### src/rtl/timer_periph.sv
// timer_periph: memory-mapped down-counting timer with prescaler, auto-reload and level irq
module timer_periph #(
  parameter int PRESCALE = 100
) (
  input  logic        clk,
  input  logic        rst,
  input  logic        we,
  input  logic [31:0] wdata,
  input  logic        rd_clr,
  output logic [31:0] timer_rdata,
  output logic        irq
);
  localparam int PSW = (PRESCALE > 1) ? $clog2(PRESCALE) : 1;
  typedef enum logic {IDLE, RUN} state_e;
  state_e state_q, state_d;
  logic auto_q, auto_d, done_q, done_d;
  logic [29:0] count_q, count_d, reload_q, reload_d;
  logic [PSW-1:0] ps_q, ps_d;
  logic tick;
  assign tick = (state_q == RUN) && (ps_q == PSW'(PRESCALE - 1));
  always_comb begin
    state_d  = state_q;
    auto_d   = auto_q;
    done_d   = done_q & ~rd_clr;
    count_d  = count_q;
    reload_d = reload_q;
    ps_d     = ps_q;
    if (we) begin
      reload_d = wdata[29:0];
      count_d  = wdata[29:0];
      ps_d     = '0;
      auto_d   = wdata[30];
      done_d   = 1'b0;
      state_d  = (wdata[31] && wdata[29:0] != '0) ? RUN : IDLE;
    end else if (state_q == RUN) begin
      ps_d = tick ? '0 : ps_q + 1'b1;
      // expiry sets done even when rd_clr lands in the same cycle
      if (tick && count_q == 30'd1) begin
        done_d  = 1'b1;
        count_d = auto_q ? reload_q : '0;
        state_d = auto_q ? RUN : IDLE;
      end else if (tick && count_q != '0) begin
        count_d = count_q - 30'd1;
      end
    end
  end
  always_ff @(posedge clk or posedge rst) begin
    if (rst) begin
      state_q  <= IDLE;
      auto_q   <= 1'b0;
      done_q   <= 1'b0;
      count_q  <= '0;
      reload_q <= '0;
      ps_q     <= '0;
    end else begin
      state_q  <= state_d;
      auto_q   <= auto_d;
      done_q   <= done_d;
      count_q  <= count_d;
      reload_q <= reload_d;
      ps_q     <= ps_d;
    end
  end
  assign timer_rdata = {state_q == RUN, done_q, count_q};
  assign irq         = done_q;
endmodule

### config.mk
export PLATFORM = sky130hd
export DESIGN_NAME = timer_periph
export DESIGN_NICKNAME = d
export VERILOG_FILES = /design/src/rtl/timer_periph.sv
export SDC_FILE = /design/constraint.sdc
export NUM_CORES = 1
export LEC_CHECK = 0
export CORE_MARGIN = 2
export CORE_UTILIZATION = 54
export CTS_BUF_LIST = sky130_fd_sc_hd__clkbuf_2
export CTS_CLUSTER_SIZE = 24
export DETAILED_ROUTE_END_ITERATION = 10
export PLACE_DENSITY_LB_ADDON = 0.2
export SLEW_MARGIN = 20
export SYNTH_ARGS = -nofsm -noshare
export SYNTH_HDL_FRONTEND = slang
export SYNTH_SLANG_ARGS = --single-unit
### constraint.sdc
create_clock -name clk -period 3.2 [get_ports clk]
set_input_delay 0.64 -clock clk [delete_from_list [all_inputs] [get_ports clk]]
set_output_delay 0.64 -clock clk [all_outputs]
set_load 0.01 [all_outputs]
==> reports/qor.txt <==
Total die area: 0.008231 mm²
Hold buffers post-CTS: 0
TNS Setup: 0 ns
Metal3 WL: 696 µm
Critical path launch point type: register
Root Buffer: clkbuf_2
Synth warn: 0
Reg clk slew, reported paths: 0.21 ns
Initial antenna violation count: 0
Setup crit end kind: register
Post-route ant nets: 0
CP cell instances: inv_1 -> ha_1 -> or3b_2 -> nor3_1 -> nor4b_4 -> buf_4 -> nor3_2 -> buf_12 -> a21oi_1 -> a2bb2oi_1
TritonRoute pass-1 iters: 7
Vias in the first global route: 3621
Overall power: 2.152 mW
CP max FO: 32
Buffer count from post-CTS setup fixing: 0
Min Clock Period, post-route: 2.708 ns
Area Growth Syn to Fin: 22.49%
Synth Area in Compound Gates: 0.1796
Clock Path Buffers: 2
Peak VDD IR: 0.0002421 V
Final number of max-transition violations: 0
Worst slew margin: 0.4270
Skew final: 0.01465 ns
Drt total wl: 10910 µm
Share of cells above drive strength 1: 0.1345
Final std cells w/o fill: 597
Share of async-settable or async-resettable flops after synthesis: 1.000
Ys flop type: dfrtp_1
Met2 routed WL: 5194 µm
Critical path class: register to register
Gate Count Post-Synth: 433
Setup WS pre-CTS: 0.5380 ns
DR top layer: met4
Die width: 90.73 µm
Post-Synth Adder-Cell Area: 0.009242
Sink Count: 70
Clk_lat worst skew: 0.55 ns
Hpwl dp: 7831 µm
RSZ-0062 raised after global routing: no
Worst-margin pin slew: 0.8564 ns
Syn nets: 472
DRC: 0
Largest family of logic cells by synthesized area: simple AND/OR/NAND/NOR gates
Synthesized cell area: 0.004061 mm²
Total track usage: 0.2750
Final Cycle Share: 0.8463
Post-route setup slack: 0.4917 ns
WL per Instance: 18.27 µm
Status: completed
Largest net degree at the start of global routing: 48
CP required: 3.69 ns
I/O pin count: 69
Num CTS Buffers: 9
Min-delay worst type: input pin to async pin
Max-cap violation count: 0
Proportion of synthesized area in mux cells: 0.06593
Total core area: 0.007253 mm²
#FFs+latches synth: 70
Via count: 3735
H-tree levels: 3
Post-synthesis xor/xnor area fraction: 0.03235
Critical path's slowest cell: dfrtp_1
Synth Area in Simple Gates: 0.2311
Final hold violation count: 0
Post-CTS sizing: 0
Initial Util: 0.5599
Die Y: 90.73 µm
Peak Freq: 0.3692 GHz
Arr. time, crit path: 3.20 ns
Std cell rows: 31
Post-synth EDFFs: 0
Diode count: 0
DR iter-0 viols: 307
Post-layout nets: 532
CTS tree: done
Avg Cell Area, Syn: 9.380 µm²
Port bufs: 68
Synth cell types: 55
Crit-path max cell delay: 0.46 ns
Hold Slack: 0.4093 ns
Leakage: 1.971 nW
Register area share after synthesis: 0.4313
Inst Count DP: 581
Final RePlAce weighted congestion: 0.9129
Vias per cell: 6.256
M1 WL: 4836 µm
Aggregate global routing overflow: 0
Cell Pwr Density: 432.6 mW/mm²
Final setup fails: 0
Global-route wire length before repair: 18080 µm
## routing by layer
metal | GRT usage | vias to the layer above
li1 | - | 1737
met5 | 0 | -
met3 | 0.06093 | 25
met2 | 0.4359 | 153
met1 | 0.3728 | 1820
met4 | 0.09615 | 0
## cell usage after synthesis, drive strengths merged (2+ instances only)
cell type / n / area (µm²)
a211oi: 3 / 22.52
a21o: 4 / 30.03
a21oi: 18 / 90.09
a2bb2oi: 8 / 70.07
a311oi: 10 / 87.58
a31o: 2 / 17.52
a31oi: 9 / 56.30
a32o: 2 / 20.02
a32oi: 8 / 70.07
and2: 3 / 18.77
and3: 2 / 12.51
buf: 19 / 100.1
clkbuf: 14 / 52.55
dfrtp: 70 / 1752
ha: 3 / 37.54
inv: 14 / 52.55
mux2: 22 / 247.7
mux2i: 2 / 20.02
nand2: 34 / 127.6
nand3: 17 / 85.08
nand4: 10 / 77.57
nor2: 37 / 138.9
nor2b: 7 / 43.79
nor3: 19 / 105.1
nor4: 17 / 142.6
nor4b: 2 / 32.53
o211ai: 2 / 15.01
o21ai: 19 / 95.09
o22a: 2 / 17.52
o2bb2ai: 3 / 26.28
o31ai: 7 / 52.55
or2: 2 / 12.51
or3: 10 / 62.56
or3b: 3 / 26.28
or4: 4 / 30.03
xnor2: 12 / 105.1
xor2: 3 / 26.28
## metrics by stage
step | util | area, µm²
global route | 0.6859 | 4975
finish | 0.6859 | 4975
CTS | 0.6859 | 4975
detailed placement | 0.6671 | 4838
global placement | 0.6671 | 4838
floorplan | - | 4061
## where the power goes
group	total (mW)	leakage (nW)	switching, mW	internal [mW]
logic	0.488	1.03	0.241	0.247
registers	1.06	0.868	0.100	0.964
clock network	0.600	0.0718	0.342	0.258
## final cells by class
type	instances	area (µm²)
fillers	594	2278
multi-input cells	316	2105
flip-flops and latches	70	1752
repair buffers	82	805.8
well taps	99	123.9
clock inverters	6	86.33
inverters	14	52.55
clock buffers	10	50.05
## placed cells by master (no fill, tap or decap), drive strengths merged, types with 9 or more instances in the layout
cell and count:
nor3 19, inv 14, or3 10, mux2 22
buf 15, xnor2 12, nand3 17, a311oi 10
o21ai 19, nand4 10, nor2 37, nand2 34
a31oi 9, nor4 17, dfrtp 70, a21oi 18
clkdlybuf4s50 67, clkbuf 10
## cell families (layout without fill, tap and decap cells)
group,after synthesis,in the layout
simple gates,170,170
compound gates,104,104
fa+ha+maj,3,3
buf+inv,47,112
xor+xnor,15,15
mux,24,24
flops,70,70
## final timing paths
kind / from / cells after the start / endpoint / slack [ns]
worst max register to register: count_q[1] / 10 / count_q[18] / 0.49
worst min-delay path: rst / 2 / reload_q[2] / 0.41
max in group asynchronous: rst / 3 / reload_q[29] / 2.13
worst min register to register: reload_q[21] / 1 / reload_q[21] / 0.51
worst max-delay path: count_q[1] / 10 / count_q[18] / 0.49
min in group clk: reload_q[21] / 1 / reload_q[21] / 0.51
## worst max-delay path: cells and delay by family, from the launching register on
| family | cells | cell delay (ns) |
|---|---|---|
| buffers and inverters | 3 | 0.69 |
| AO/OA/AOI/OAI | 2 | 0.31 |
| adder cells (fa/ha/maj) | 1 | 0.15 |
| AND/OR/NAND/NOR | 4 | 1.04 |
| flip-flops | 1 | 0.46 |
## flip-flops by register name (all words and copies together), names as in the netlist
signal and flops:
auto_q 1, count_q 30, irq 1, ps_q 7
reload_q 30, state_q 1
Note: power is estimated with default switching activity, not from simulation.
==> variant, RTL diff (same settings) <==
Add an input register stage for `we`, `wdata` and `rd_clr`, without a reset; this delays them by one clock. Comments in the files are not updated.
--- a/src/rtl/timer_periph.sv
+++ b/src/rtl/timer_periph.sv
@@ -12,6 +12,17 @@
 );
   localparam int PSW = (PRESCALE > 1) ? $clog2(PRESCALE) : 1;
   typedef enum logic {IDLE, RUN} state_e;
+
+  logic we_q;
+  logic [31:0] wdata_q;
+  logic rd_clr_q;
+
+  always_ff @(posedge clk) begin
+    we_q     <= we;
+    wdata_q  <= wdata;
+    rd_clr_q <= rd_clr;
+  end
+
   state_e state_q, state_d;
   logic auto_q, auto_d, done_q, done_d;
   logic [29:0] count_q, count_d, reload_q, reload_d;
@@ -21,17 +32,17 @@
   always_comb begin
     state_d  = state_q;
     auto_d   = auto_q;
-    done_d   = done_q & ~rd_clr;
+    done_d   = done_q & ~rd_clr_q;
     count_d  = count_q;
     reload_d = reload_q;
     ps_d     = ps_q;
-    if (we) begin
-      reload_d = wdata[29:0];
-      count_d  = wdata[29:0];
+    if (we_q) begin
+      reload_d = wdata_q[29:0];
+      count_d  = wdata_q[29:0];
       ps_d     = '0;
-      auto_d   = wdata[30];
+      auto_d   = wdata_q[30];
       done_d   = 1'b0;
-      state_d  = (wdata[31] && wdata[29:0] != '0) ? RUN : IDLE;
+      state_d  = (wdata_q[31] && wdata_q[29:0] != '0) ? RUN : IDLE;
     end else if (state_q == RUN) begin
       ps_d = tick ? '0 : ps_q + 1'b1;
       // expiry sets done even when rd_clr lands in the same cycle
Check against the original RTL: not equivalent (a bounded check fails within 4 cycles, from zero or initial values and one cycle with rst high).
==> variant against the original RTL <==
- first-iteration DRC count rose by 11%
- worst hold slack lost 0.034 ns
- setup slack worse by 0.13 ns
- non-clock buffer count grew 5
- area after synthesis increased by 17%
- via count grew 12%
- cell area up 15%
- count of clock-buffer cells in the layout unchanged
- sequential cell count up 34
- total power up 22%
- routed wire length up 24%
==> variant: results (changes against the original RTL) <==
stage;metric;value;unit;change
synthesis;Synth Area in XOR/XNOR;0.00737;;was 0.0323
pwr;Leak;0.00229;uW;was 0.00197 uW
sta;Fin Hold WS;0.375;ns;was 0.409 ns
detailed_routing;vias;4199;;was 3735
cts;worst skew pair latency;0.62;ns;was 0.55 ns
cts;Reg clk slew, reported paths;0.33;ns;was 0.21 ns
pwr;fraction of power spent switching nets;0.322;;was 0.317
synthesis;mux cell area share after synthesis;0.0566;;was 0.0659
worst_setup_path;Critical-path top delay cell;or2_1;;was dfrtp_1
detailed_routing;met2 wire len;6240;um;was 5190 um
detailed_routing;met1 wire length;5820;um;was 4840 um
synthesis;Synth Area in Compound Gates;0.181;;was 0.180
synthesis;Mapped Nets;513;;was 472
grt;first-pass GRT wire length;21900;um;was 18100 um
worst_setup_path;Arr. time, crit path;3.39;ns;was 3.20 ns
status;outcome;completed;;unchanged
grt;GRT Resource Usage Total;0.294;;was 0.275
synthesis;post-synthesis cell type count;57;;was 55
sta;Tightest Pin Transition;0.720;ns;was 0.856 ns
worst_setup_path;r2r endpoint;count_q[3]$_DFFE_PP0P_;;was count_q[18]$_DFFE_PP0P_
layout;nets@finish;588;;was 532
worst_setup_path;Largest stage delay, worst path;0.53;ns;was 0.46 ns
detailed_routing;DR iter-0 viols;340;;was 307
grt;routing usage on met1;0.410;;was 0.373
grt;met2 Use GR;0.455;;was 0.436
layout;filler instances;712;;was 594
detailed_routing;drt wl/cell;20.4;um;was 18.3 um
synthesis;Seq/Total Area, Yosys;0.512;;was 0.431
sta;Max Clock Skew;0.0423;ns;was 0.0147 ns
synthesis;Post-Synth Adder-Cell Area;0.00790;;was 0.00924
sta;final setup margin;0.363;ns;was 0.492 ns
synthesis;Synth async-reset ratio;0.673;;was 1.00
grt;largest net degree at the start of global routing;71;;was 48
detailed_routing;met3 WL;1010;um;was 696 um
-- variant: changes by cell type after synthesis, moves of 5 or more --
cell      change
a32oi_1       -7
buf_2         -9
o21ai_0       +9
dfxtp_1      +34
nor2_1        -9
a31oi_1       +5
a22oi_1      +15
a21oi_1       +9
nor3_1        -5
o21a_1        +5
a311oi_1     -10
nor2b_1       -5
xnor2_1      -11
nand2_1       +8
-- variant: worst max path at each step --
stage | startpoint | endpoint | slack (ns)
2_1_floorplan | count_q[0]$_DFFE_PP0P_ | count_q[6]$_DFFE_PP0P_ | 0.51
3_5_place_dp | count_q[0]$_DFFE_PP0P_ | count_q[16]$_DFFE_PP0P_ | 0.42
5_1_grt | ps_q[0]$_DFFE_PP0P_ | count_q[3]$_DFFE_PP0P_ | 0.19
6_report | ps_q[0]$_DFFE_PP0P_ | count_q[3]$_DFFE_PP0P_ | 0.36
3_3_place_gp | count_q[0]$_DFFE_PP0P_ | count_q[16]$_DFFE_PP0P_ | 0.51
4_1_cts | count_q[0]$_DFFE_PP0P_ | count_q[21]$_DFFE_PP0P_ | 0.41
-- variant: power groups by stage --
stage	sequential (uW)	clock [uW]	combinational, uW
after CTS	1530	633	475
after global routing	1550	682	517
after floorplan	1530	0	260
final	1540	614	477
after global placement	1550	0	467
after detailed placement	1550	0	473
-- variant: worst min-delay path, cell delays in order --
cell and delay (ns):
clkdlybuf4s50_1 0.42, inv_2 0.08, buf_12 0.32
-- variant: final cells by class --
cell class              instances  share of cell area
flip-flops and latches        104               0.424
multi-input cells             333               0.377
repair buffers                 87               0.146
well taps                     108              0.0236
clock inverters                 6              0.0109
inverters                      14             0.00916
clock buffers                  10             0.00873
